<file path="src/rtl/dcache_ctrl.sv">
// dcache_ctrl: single-outstanding load/store controller for a 32-entry direct-mapped write-through data cache.
// Optional hit/miss/store counters are enabled with the DCACHE_STATS_EN macro.
module dcache_ctrl #(
  parameter int MEM_TAG_W = 4
) (
  input  logic                 clock,
  input  logic                 reset,
  input  logic                 req_valid,
  input  logic                 req_is_store,
  input  logic [15:0]          req_addr,
  input  logic [63:0]          req_wdata,
  output logic                 req_ready,
  output logic                 resp_valid,
  output logic [63:0]          resp_data,
  output logic [4:0]           cache_rd_idx,
  output logic [7:0]           cache_rd_tag,
  input  logic [63:0]          cache_rd_data,
  input  logic                 cache_rd_valid,
  output logic                 cache_wr_en,
  output logic [4:0]           cache_wr_idx,
  output logic [7:0]           cache_wr_tag,
  output logic [63:0]          cache_wr_data,
  output logic [1:0]           mem_cmd,
  output logic [15:0]          mem_addr,
  output logic [63:0]          mem_wdata,
  input  logic [MEM_TAG_W-1:0] mem_resp,
  input  logic [63:0]          mem_data,
  input  logic [MEM_TAG_W-1:0] mem_tag
`ifdef DCACHE_STATS_EN
  ,
  output logic [31:0]          stat_hits,
  output logic [31:0]          stat_misses,
  output logic [31:0]          stat_stores
`endif
);
  localparam logic [2:0] IDLE = 3'd0, HIT_RSP = 3'd1, LD_REQ = 3'd2, LD_WAIT = 3'd3, FILL = 3'd4, ST_REQ = 3'd5;
  logic [2:0] state_q, state_d;
  logic [12:0] addr_q, addr_d;
  logic [63:0] wdata_q, wdata_d, data_q, data_d;
  logic [MEM_TAG_W-1:0] txn_q, txn_d;
  logic idle, hs, fill, ld_req, st_req, unused_ok;
  assign idle = state_q == IDLE;
  assign fill = state_q == FILL;
  assign ld_req = state_q == LD_REQ;
  assign st_req = state_q == ST_REQ;
  assign hs = req_valid && idle;
  assign unused_ok = ^req_addr[2:0];
  always_comb begin
    state_d = state_q;
    addr_d = addr_q;
    wdata_d = wdata_q;
    data_d = data_q;
    txn_d = txn_q;
    if (hs) begin
      addr_d = req_addr[15:3];
      wdata_d = req_wdata;
      data_d = cache_rd_data;
      state_d = req_is_store ? ST_REQ : cache_rd_valid ? HIT_RSP : LD_REQ;
    end
    if (state_q == HIT_RSP) state_d = IDLE;
    if (ld_req && mem_resp != '0) begin
      txn_d = mem_resp;
      state_d = LD_WAIT;
    end
    // A zero saved tag never matches, so stale responses after reset are dropped.
    if (state_q == LD_WAIT && txn_q != '0 && mem_tag == txn_q) begin
      data_d = mem_data;
      state_d = FILL;
    end
    if (fill) begin
      txn_d = '0;
      state_d = IDLE;
    end
    if (st_req && mem_resp != '0) state_d = IDLE;
  end
  always_ff @(posedge clock) begin
    if (reset) begin
      state_q <= IDLE;
      addr_q <= '0;
      wdata_q <= '0;
      data_q <= '0;
      txn_q <= '0;
    end else begin
      state_q <= state_d;
      addr_q <= addr_d;
      wdata_q <= wdata_d;
      data_q <= data_d;
      txn_q <= txn_d;
    end
  end
  assign req_ready = idle;
  assign resp_valid = state_q == HIT_RSP || fill || (st_req && mem_resp != '0);
  assign resp_data = (state_q == HIT_RSP || fill) ? data_q : '0;
  assign cache_rd_idx = idle ? req_addr[7:3] : addr_q[4:0];
  assign cache_rd_tag = idle ? req_addr[15:8] : addr_q[12:5];
  assign cache_wr_en = (hs && req_is_store && cache_rd_valid) || fill;
  assign cache_wr_idx = cache_rd_idx;
  assign cache_wr_tag = cache_rd_tag;
  assign cache_wr_data = fill ? data_q : req_wdata;
  assign mem_cmd = ld_req ? 2'd1 : st_req ? 2'd2 : 2'd0;
  assign mem_addr = (ld_req || st_req) ? {addr_q, 3'b000} : '0;
  assign mem_wdata = st_req ? wdata_q : '0;
`ifdef DCACHE_STATS_EN
  logic [31:0] hits_q, hits_d, misses_q, misses_d, stores_q, stores_d;
  always_comb begin
    hits_d = (hs && !req_is_store && cache_rd_valid && ~&hits_q) ? hits_q + 32'd1 : hits_q;
    misses_d = (hs && !req_is_store && !cache_rd_valid && ~&misses_q) ? misses_q + 32'd1 : misses_q;
    stores_d = (hs && req_is_store && ~&stores_q) ? stores_q + 32'd1 : stores_q;
  end
  always_ff @(posedge clock) begin
    if (reset) begin
      hits_q <= '0;
      misses_q <= '0;
      stores_q <= '0;
    end else begin
      hits_q <= hits_d;
      misses_q <= misses_d;
      stores_q <= stores_d;
    end
  end
  assign stat_hits = hits_q;
  assign stat_misses = misses_q;
  assign stat_stores = stores_q;
`endif
endmodule

</file>
<file path="config.mk">
export PLATFORM = sky130hd
export DESIGN_NAME = dcache_ctrl
export DESIGN_NICKNAME = d
export VERILOG_FILES = /design/src/rtl/dcache_ctrl.sv
export SDC_FILE = /design/constraint.sdc
export NUM_CORES = 1
export LEC_CHECK = 0
export ABC_AREA = 1
export BUFFER_PORTS_ARGS = -buffer_cell sky130_fd_sc_hd__buf_2
export CORE_AREA = 2 2 179 181
export CTS_BUF_LIST = sky130_fd_sc_hd__clkbuf_8 sky130_fd_sc_hd__clkbuf_16
export CTS_CLUSTER_SIZE = 16
export DETAILED_ROUTE_END_ITERATION = 8
export DIE_AREA = 0 0 181 183
export GPL_ROUTABILITY_DRIVEN = 0
export PLACE_DENSITY = 0.55
export SYNTH_ARGS = -nofsm -noshare
export SYNTH_HDL_FRONTEND = slang
export SYNTH_SLANG_ARGS = --single-unit
</file>
<file path="constraint.sdc">
create_clock -name clock -period 1.4 [get_ports clock]
set_input_delay 0.07 -clock clock [delete_from_list [all_inputs] [get_ports clock]]
set_output_delay 0.07 -clock clock [all_outputs]
set_load 0.005 [all_outputs]
</file>
==> impl_metrics.ini, run 1 <==
[floorplan]
design.die.area_um2 = 33100
floorplan.die.width_um = 181
dieHeight_um = 183
core_area_um2 = 31200
io_pins = 460
core.rowCount = 65
starting_density_of_the_core_pct = 26.7

[power_and_ir_drop]
vdd_ir_drop_max_v = 0.000864
cellPowerDensity_nw_per_um2 = 1710
static_power_due_to_leakage_uw = 0.00768

[route]
route.detailed.wl_per_inst_um = 17.1
detailed_route_iter0_violations = 754
via_count = 11632
viasPerCell = 4.77
antenna_violating_nets_post_route = 0
totalWireLength_um = 41800
drt_pre_antenna_iters = 6
drt_drc_violations_left = 0

[flow_run]
timing.max_cap.violations = 0

[clock_network]
clock_path_buffers = 2
tritoncts = done
clock_latency_ps = 430
ctsRootBufferMaster = sky130_fd_sc_hd__clkbuf_16
cts_inserted_buffers = 17
htree_num_levels = 4
clkSlewWorstSetupHoldPaths_ps = 60
tritoncts_num_sinks = 148

[timing]
finalCriticalPeriod_ps = 1930
layout_worst_path_cycle_share_pct = 138
number_of_endpoints_failing_setup_at_the_final_stage = 348
fmax_mhz = 519
worst_slack_ps = -527
setup_tns_ps = -116100
fin_worst_skew_ps = 10.7
unrepaired_setup_endpoints_after_global_routing = yes
holdWs_ps = 22.6
final-hold-violation-count = 0
final-max-slew-violation-count = 0

[worst_setup_path]
critPathSlowestCell = sky130_fd_sc_hd__dfxtp_4
worst-path-max-fanout = 14
critical_setup_path_kind = reg2out
path_common_cell = sky130_fd_sc_hd__nor2_4
critPathArrivalTime_ps = 1860
cp_cell_sequence = inv_2 -> nor2_4 -> buf_6 -> nor2_4 -> buf_12 -> buf_16 -> nor2_1 -> buf_2
cpLargestDelayFamily = buffers and inverters
setup.worst_path.start_class = flop
path_buf_inv = 5
cp.required_ps = 1330
endpoint_kind = primary output
worst_path_largest_cell_delay_ps = 360

[synth]
yosys.area_share.adder_pct = 0
syn_area_um2 = 8330
seq_area_frac_synth_pct = 35.6
synthesis.instances = 1385
count_of_flip_flops_with_a_built_in_enable_after_synthesis = 0
synth.top_cells.by_area = sky130_fd_sc_hd__dfxtp_1 36%, sky130_fd_sc_hd__nand2_1 13%, sky130_fd_sc_hd__inv_1 9.8%, sky130_fd_sc_hd__a21oi_1 8.8%, sky130_fd_sc_hd__o21ai_0 8.7%
synth_largest_area_cell = sky130_fd_sc_hd__dfxtp_1
yosys_register_bits = 148
synthArstFlopShare_pct = 0
synth_area_per_cell_um2 = 6.01
synth_top_cell_area_share_pct = 35.6
synthDistinctLibCells = 23
post_synthesis_compound_gate_area_fraction_pct = 18.4
ys_dominant_reg_cell = sky130_fd_sc_hd__dfxtp_1
synth_mux_area_share_pct = 0
yosys_warnings = 0
post_synth_most_frequent_cells = 288 x sky130_fd_sc_hd__nand2_1, 217 x sky130_fd_sc_hd__inv_1, 161 x sky130_fd_sc_hd__nor2_1
post_synthesis_share_of_cell_area_spent_on_and_or_nand_and_nor_gates_pct = 28.8
synthMostInstantiatedCell = sky130_fd_sc_hd__nand2_1
largest_family_of_logic_cells_by_synthesized_area = simple AND/OR/NAND/NOR gates
synthXorXnorAreaFrac_pct = 0.210

[place]
place.port_buffers = 453
placement.setup.worst_slack_ps = -256
detailedPlacementHpwl_um = 25500

[final_layout]
drive_above_1_share_pct = 37.7
design.final.nets = 2247
area_growth_pct = 90.3
finished_core_util_pct = 50.7

[global_routing]
globalRouteOverflowTotal = 0
grtUsageTotal_pct = 23.5
antenna_violations_before_repair = 2
wire_length_of_the_first_global_routing_pass_um = 60600
grt_start_max_net_pins = 73
first_global_vias = 10996

[worst_hold_path]
worst_hold_path_type = in2reg

[outcome]
violations_in_the_final_reports = setup timing
run_status = complete, but fails checks
flip-flops by register name (all words and copies together) (netlist names):
register,flops
addr_q,13
data_q,64
state_q,3
txn_q,4
wdata_q,64
tightest hold or removal path, delay by kind of cell:
kind,cells,cell delay (ps)
buffers and inverters,1,100
AO/OA/AOI/OAI,2,220
path summary, 6_finish.rpt:
check,from,endpoint,slack (ps),cells after the start
max reg2reg,state_q[0],data_q[56],-340,12
max,state_q[2],resp_data[20],-530,8
min reg2reg,wdata_q[43],wdata_q[43],450,2
min,req_wdata[6],wdata_q[6],20,3
metal layers:
| metal | track usage, % | vias to the layer above | share of wire (%) | routed length (µm) |
|---|---|---|---|---|
| met3 | 3.93 | 100 | 7.3 | 3030 |
| met2 | 41.7 | 557 | 49 | 20700 |
| li1 | - | 5585 | - | - |
| met4 | 9.63 | 0 | 3.2 | 1330 |
| met1 | 28.1 | 5390 | 40 | 16800 |
| met5 | 0 | - | 0 | 0 |
per-stage QoR:
step	power, µW	cell area, µm²	instances
after detailed placement	17000	11200	2178
after global routing	28800	15800	2439
after CTS	25500	15000	2427
after floorplan	12500	8340	1387
final	27100	15800	2439
after global placement	16900	11200	2178
power breakdown:
group          switching, µW  total [µW]  internal (µW)
Combinational           9380       16300           6920
Clock                   1910        4770           2860
Sequential               510        6070           5560
Total                  11800       27100          15300
area by class of cell:
class,instances,area (µm²)
Clock inverter,10,135
Timing Repair Buffer,740,6050
Multi-Input combinational cell,899,4880
Antenna cell,1,2.50
Tap cell,402,503
Fill cell,3003,15400
Sequential cell,148,2970
Inverter,220,852
Clock buffer,19,453
cells by family (layout without fill, tap and decap cells):
logic type,Yosys count,count (layout)
other,1,4
buffers and inverters,341,989
AND/OR/NAND/NOR,588,589
XOR/XNOR,2,2
flip-flops,148,148
AO/OA/AOI/OAI,305,305
timing repair:
| item | CTS | global route |
|---|---|---|
| endpoints found under the setup margin | 363 | 382 |
| endpoints found under the hold margin | 139 | 0 |
| resized for setup | 187 | 201 |
| pin swaps | 17 | 2 |
| hold buffers | 180 | 0 |
| buffers inserted | 16 | 6 |
| gates cloned | 24 | 7 |
cell usage in the layout, fill, tap and decap left out, types with 12 or more instances in the layout:
cell type,instances
sky130_fd_sc_hd__nand3_1,130
sky130_fd_sc_hd__buf_6,35
sky130_fd_sc_hd__buf_16,22
sky130_fd_sc_hd__nand2_4,12
sky130_fd_sc_hd__o21ai_1,35
sky130_fd_sc_hd__nor2_4,67
sky130_fd_sc_hd__buf_12,25
sky130_fd_sc_hd__buf_2,431
sky130_fd_sc_hd__clkbuf_16,23
sky130_fd_sc_hd__o21ai_2,23
sky130_fd_sc_hd__buf_4,33
sky130_fd_sc_hd__nand2_2,12
sky130_fd_sc_hd__nand2_1,263
sky130_fd_sc_hd__inv_1,215
sky130_fd_sc_hd__a21oi_1,146
sky130_fd_sc_hd__nor2_2,47
sky130_fd_sc_hd__dlygate4sd3_1,180
sky130_fd_sc_hd__dfxtp_1,145
sky130_fd_sc_hd__o21ai_0,97
sky130_fd_sc_hd__nor2_1,48
(Power assumes the default switching activity.)
==> run 2, diff against run 1 <==
--- a/config.mk
+++ b/config.mk
@@ -13,6 +13,7 @@
 export DETAILED_ROUTE_END_ITERATION = 8
 export DIE_AREA = 0 0 181 183
 export GPL_ROUTABILITY_DRIVEN = 0
+export HOLD_SLACK_MARGIN = 0.15
 export PLACE_DENSITY = 0.55
 export SYNTH_ARGS = -nofsm -noshare
 export SYNTH_HDL_FRONTEND = slang
==> run 2 against run 1 <==
Effect of this change:
- fmax shrank 0.42%
- flip-flop and latch count is the same
- setup slack lost 8.2 ps
- power grew 20%
- sequential share of layout area shrank 2.7 points
- clock-buffer cell count is the same
- the run still ends with setup timing left
- clock skew shrank 0.77 ps
==> impl_metrics.ini, run 2 (same netlist as run 1, synthesis figures left out) <==
[final_layout]
postLayoutCellArea_um2 = 18600
drive_above_1_share_pct = 52.0
largestRegisters = data_q (64), wdata_q (64), addr_q (13)
area_growth_pct = 123
design.final.nets = 2328
seqCellArea_um2 = 2970
num-fill-cells = 2576
multi_input_comb_area_um2 = 6290
layout_common_cells = 429 x sky130_fd_sc_hd__buf_2, 215 x sky130_fd_sc_hd__inv_1, 212 x sky130_fd_sc_hd__dlygate4sd3_1
antennaDiodeCount = 0
mostFrequentLayoutCell = sky130_fd_sc_hd__buf_2

[worst_setup_path]
timing.reg2reg.worst_path_depth = 12
worst_path_largest_cell_delay_ps = 350
reg2reg_setup_slack_ps = -360
endpoint_kind = primary output
critical_setup_path_kind = reg2out
critPathArrivalTime_ps = 1860
cp.required_ps = 1330
critPathSlowestCell = sky130_fd_sc_hd__dfxtp_4
path_common_cell = sky130_fd_sc_hd__nor2_4
setup.worst_path.start_class = flop
cp_cell_sequence = nor2_4 -> inv_4 -> nor2_4 -> buf_6 -> nor2_4 -> buf_12 -> clkbuf_16 -> nor2_4 -> buf_2
worst-path-max-fanout = 7

[timing]
fmax_mhz = 517
number_of_endpoints_failing_setup_at_the_final_stage = 380
unrepaired_setup_endpoints_after_global_routing = yes
final-max-slew-violation-count = 0
max_slew.worst_pin.slew_ps = 620
finalCriticalPeriod_ps = 1930
layout_worst_path_cycle_share_pct = 138
worst_slack_ps = -535
fin_worst_skew_ps = 9.94
timing.max_slew.rel_slack_pct = 58.6
final-hold-violation-count = 0

[route]
viasPerCell = 4.99
detailed_route_iter0_violations = 946
totalWireLength_um = 48600
via_count = 12568
drt_pre_antenna_iters = 7
route.detailed.wl_per_inst_um = 19.3
antenna_violating_nets_post_route = 0
drt_drc_violations_left = 0

[global_routing]
global_route.usage.met3_pct = 3.89
grt_start_max_net_pins = 73
first_global_vias = 11279
grtUsageTotal_pct = 23.9
antenna_violations_before_repair = 0
met1_usage_pct = 28.8
use_met2_pct = 42.4
wire_length_of_the_first_global_routing_pass_um = 62000
globalRouteOverflowTotal = 0
grt.busiest_layer = met2

[worst_hold_path]
min_path_cells = 5
worst_hold_path_type = in2reg

[clock_network]
tritoncts = done
clock_latency_ps = 430
cts_inserted_buffers = 17
htree_num_levels = 4
ctsRootBufferMaster = sky130_fd_sc_hd__clkbuf_16
clkSlewWorstSetupHoldPaths_ps = 60
tritoncts_num_sinks = 148
clock_path_buffers = 2

[floorplan]
io_pins = 460
design.die.area_um2 = 33100
starting_density_of_the_core_pct = 26.7
core_area_um2 = 31200
dieHeight_um = 183
core.rowCount = 65
floorplan.die.width_um = 181

[power_and_ir_drop]
static_power_due_to_leakage_uw = 0.00843
vdd_ir_drop_max_v = 0.000988
cellPowerDensity_nw_per_um2 = 1760
total_power_uw = 32600

[place]
dpl-instance-area_um2 = 11200
place.port_buffers = 453
detailedPlacementHpwl_um = 25500

[outcome]
violations_in_the_final_reports = setup timing
run_status = complete, but fails checks

[flow_run]
timing.max_cap.violations = 0
-- run 2: final timing paths --
kind,startpoint,endpoint
worst max-delay path,state_q[1],resp_data[25]
worst min-delay path,req_valid,data_q[62]
worst max register to register,state_q[0],data_q[56]
worst min register to register,wdata_q[43],wdata_q[43]
-- run 2: power by group --
| part | switching, µW | internal, µW |
|---|---|---|
| clock | 1930 | 2860 |
| combinational | 11900 | 9810 |
| sequential | 600 | 5560 |
| total | 14400 | 18200 |
-- run 2: critical path, delay by kind of cell, from the launching register on --
family        cells  cell delay, ps
buf+inv           5             670
simple gates      4             400
flops             1             350
-- run 2: layer usage --
layer / up-vias / share of wire, %
li1: 5769 / -
met1: 5957 / 39
met2: 662 / 50
met3: 180 / 6.0
met4: 0 / 4.9
met5: - / 0
-- run 2: area by class of cell --
type	instances	share of cell area, %
repair buffers	819	39.6
multi-input cells	901	33.9
flip-flops and latches	148	16.0
inverters	220	4.60
well taps	402	2.71
clock buffers	19	2.44
clock inverters	10	0.728
-- run 2: what timing repair did --
item | 4_1_cts | 5_1_grt
pin swaps | 17 | 101
hold endpoints to repair | 148 | 0
gates cloned | 24 | 39
gates resized for setup | 187 | 672
hold buffers | 212 | 0
setup buffers | 16 | 29
setup endpoints to repair | 363 | 383
-- run 2: through the flow --
step	TNS [ps]	std cells	util, %	worst slack (ps)	hold WS, ps
after floorplan	0	1387	-	1.78	205
final	-136730	2519	59.4	-535	179
after CTS	-120040	2459	48.9	-523	138
after global placement	-14230	2178	35.9	-223	319
after global routing	-162120	2519	59.4	-630	194
after detailed placement	-19960	2178	35.9	-256	322
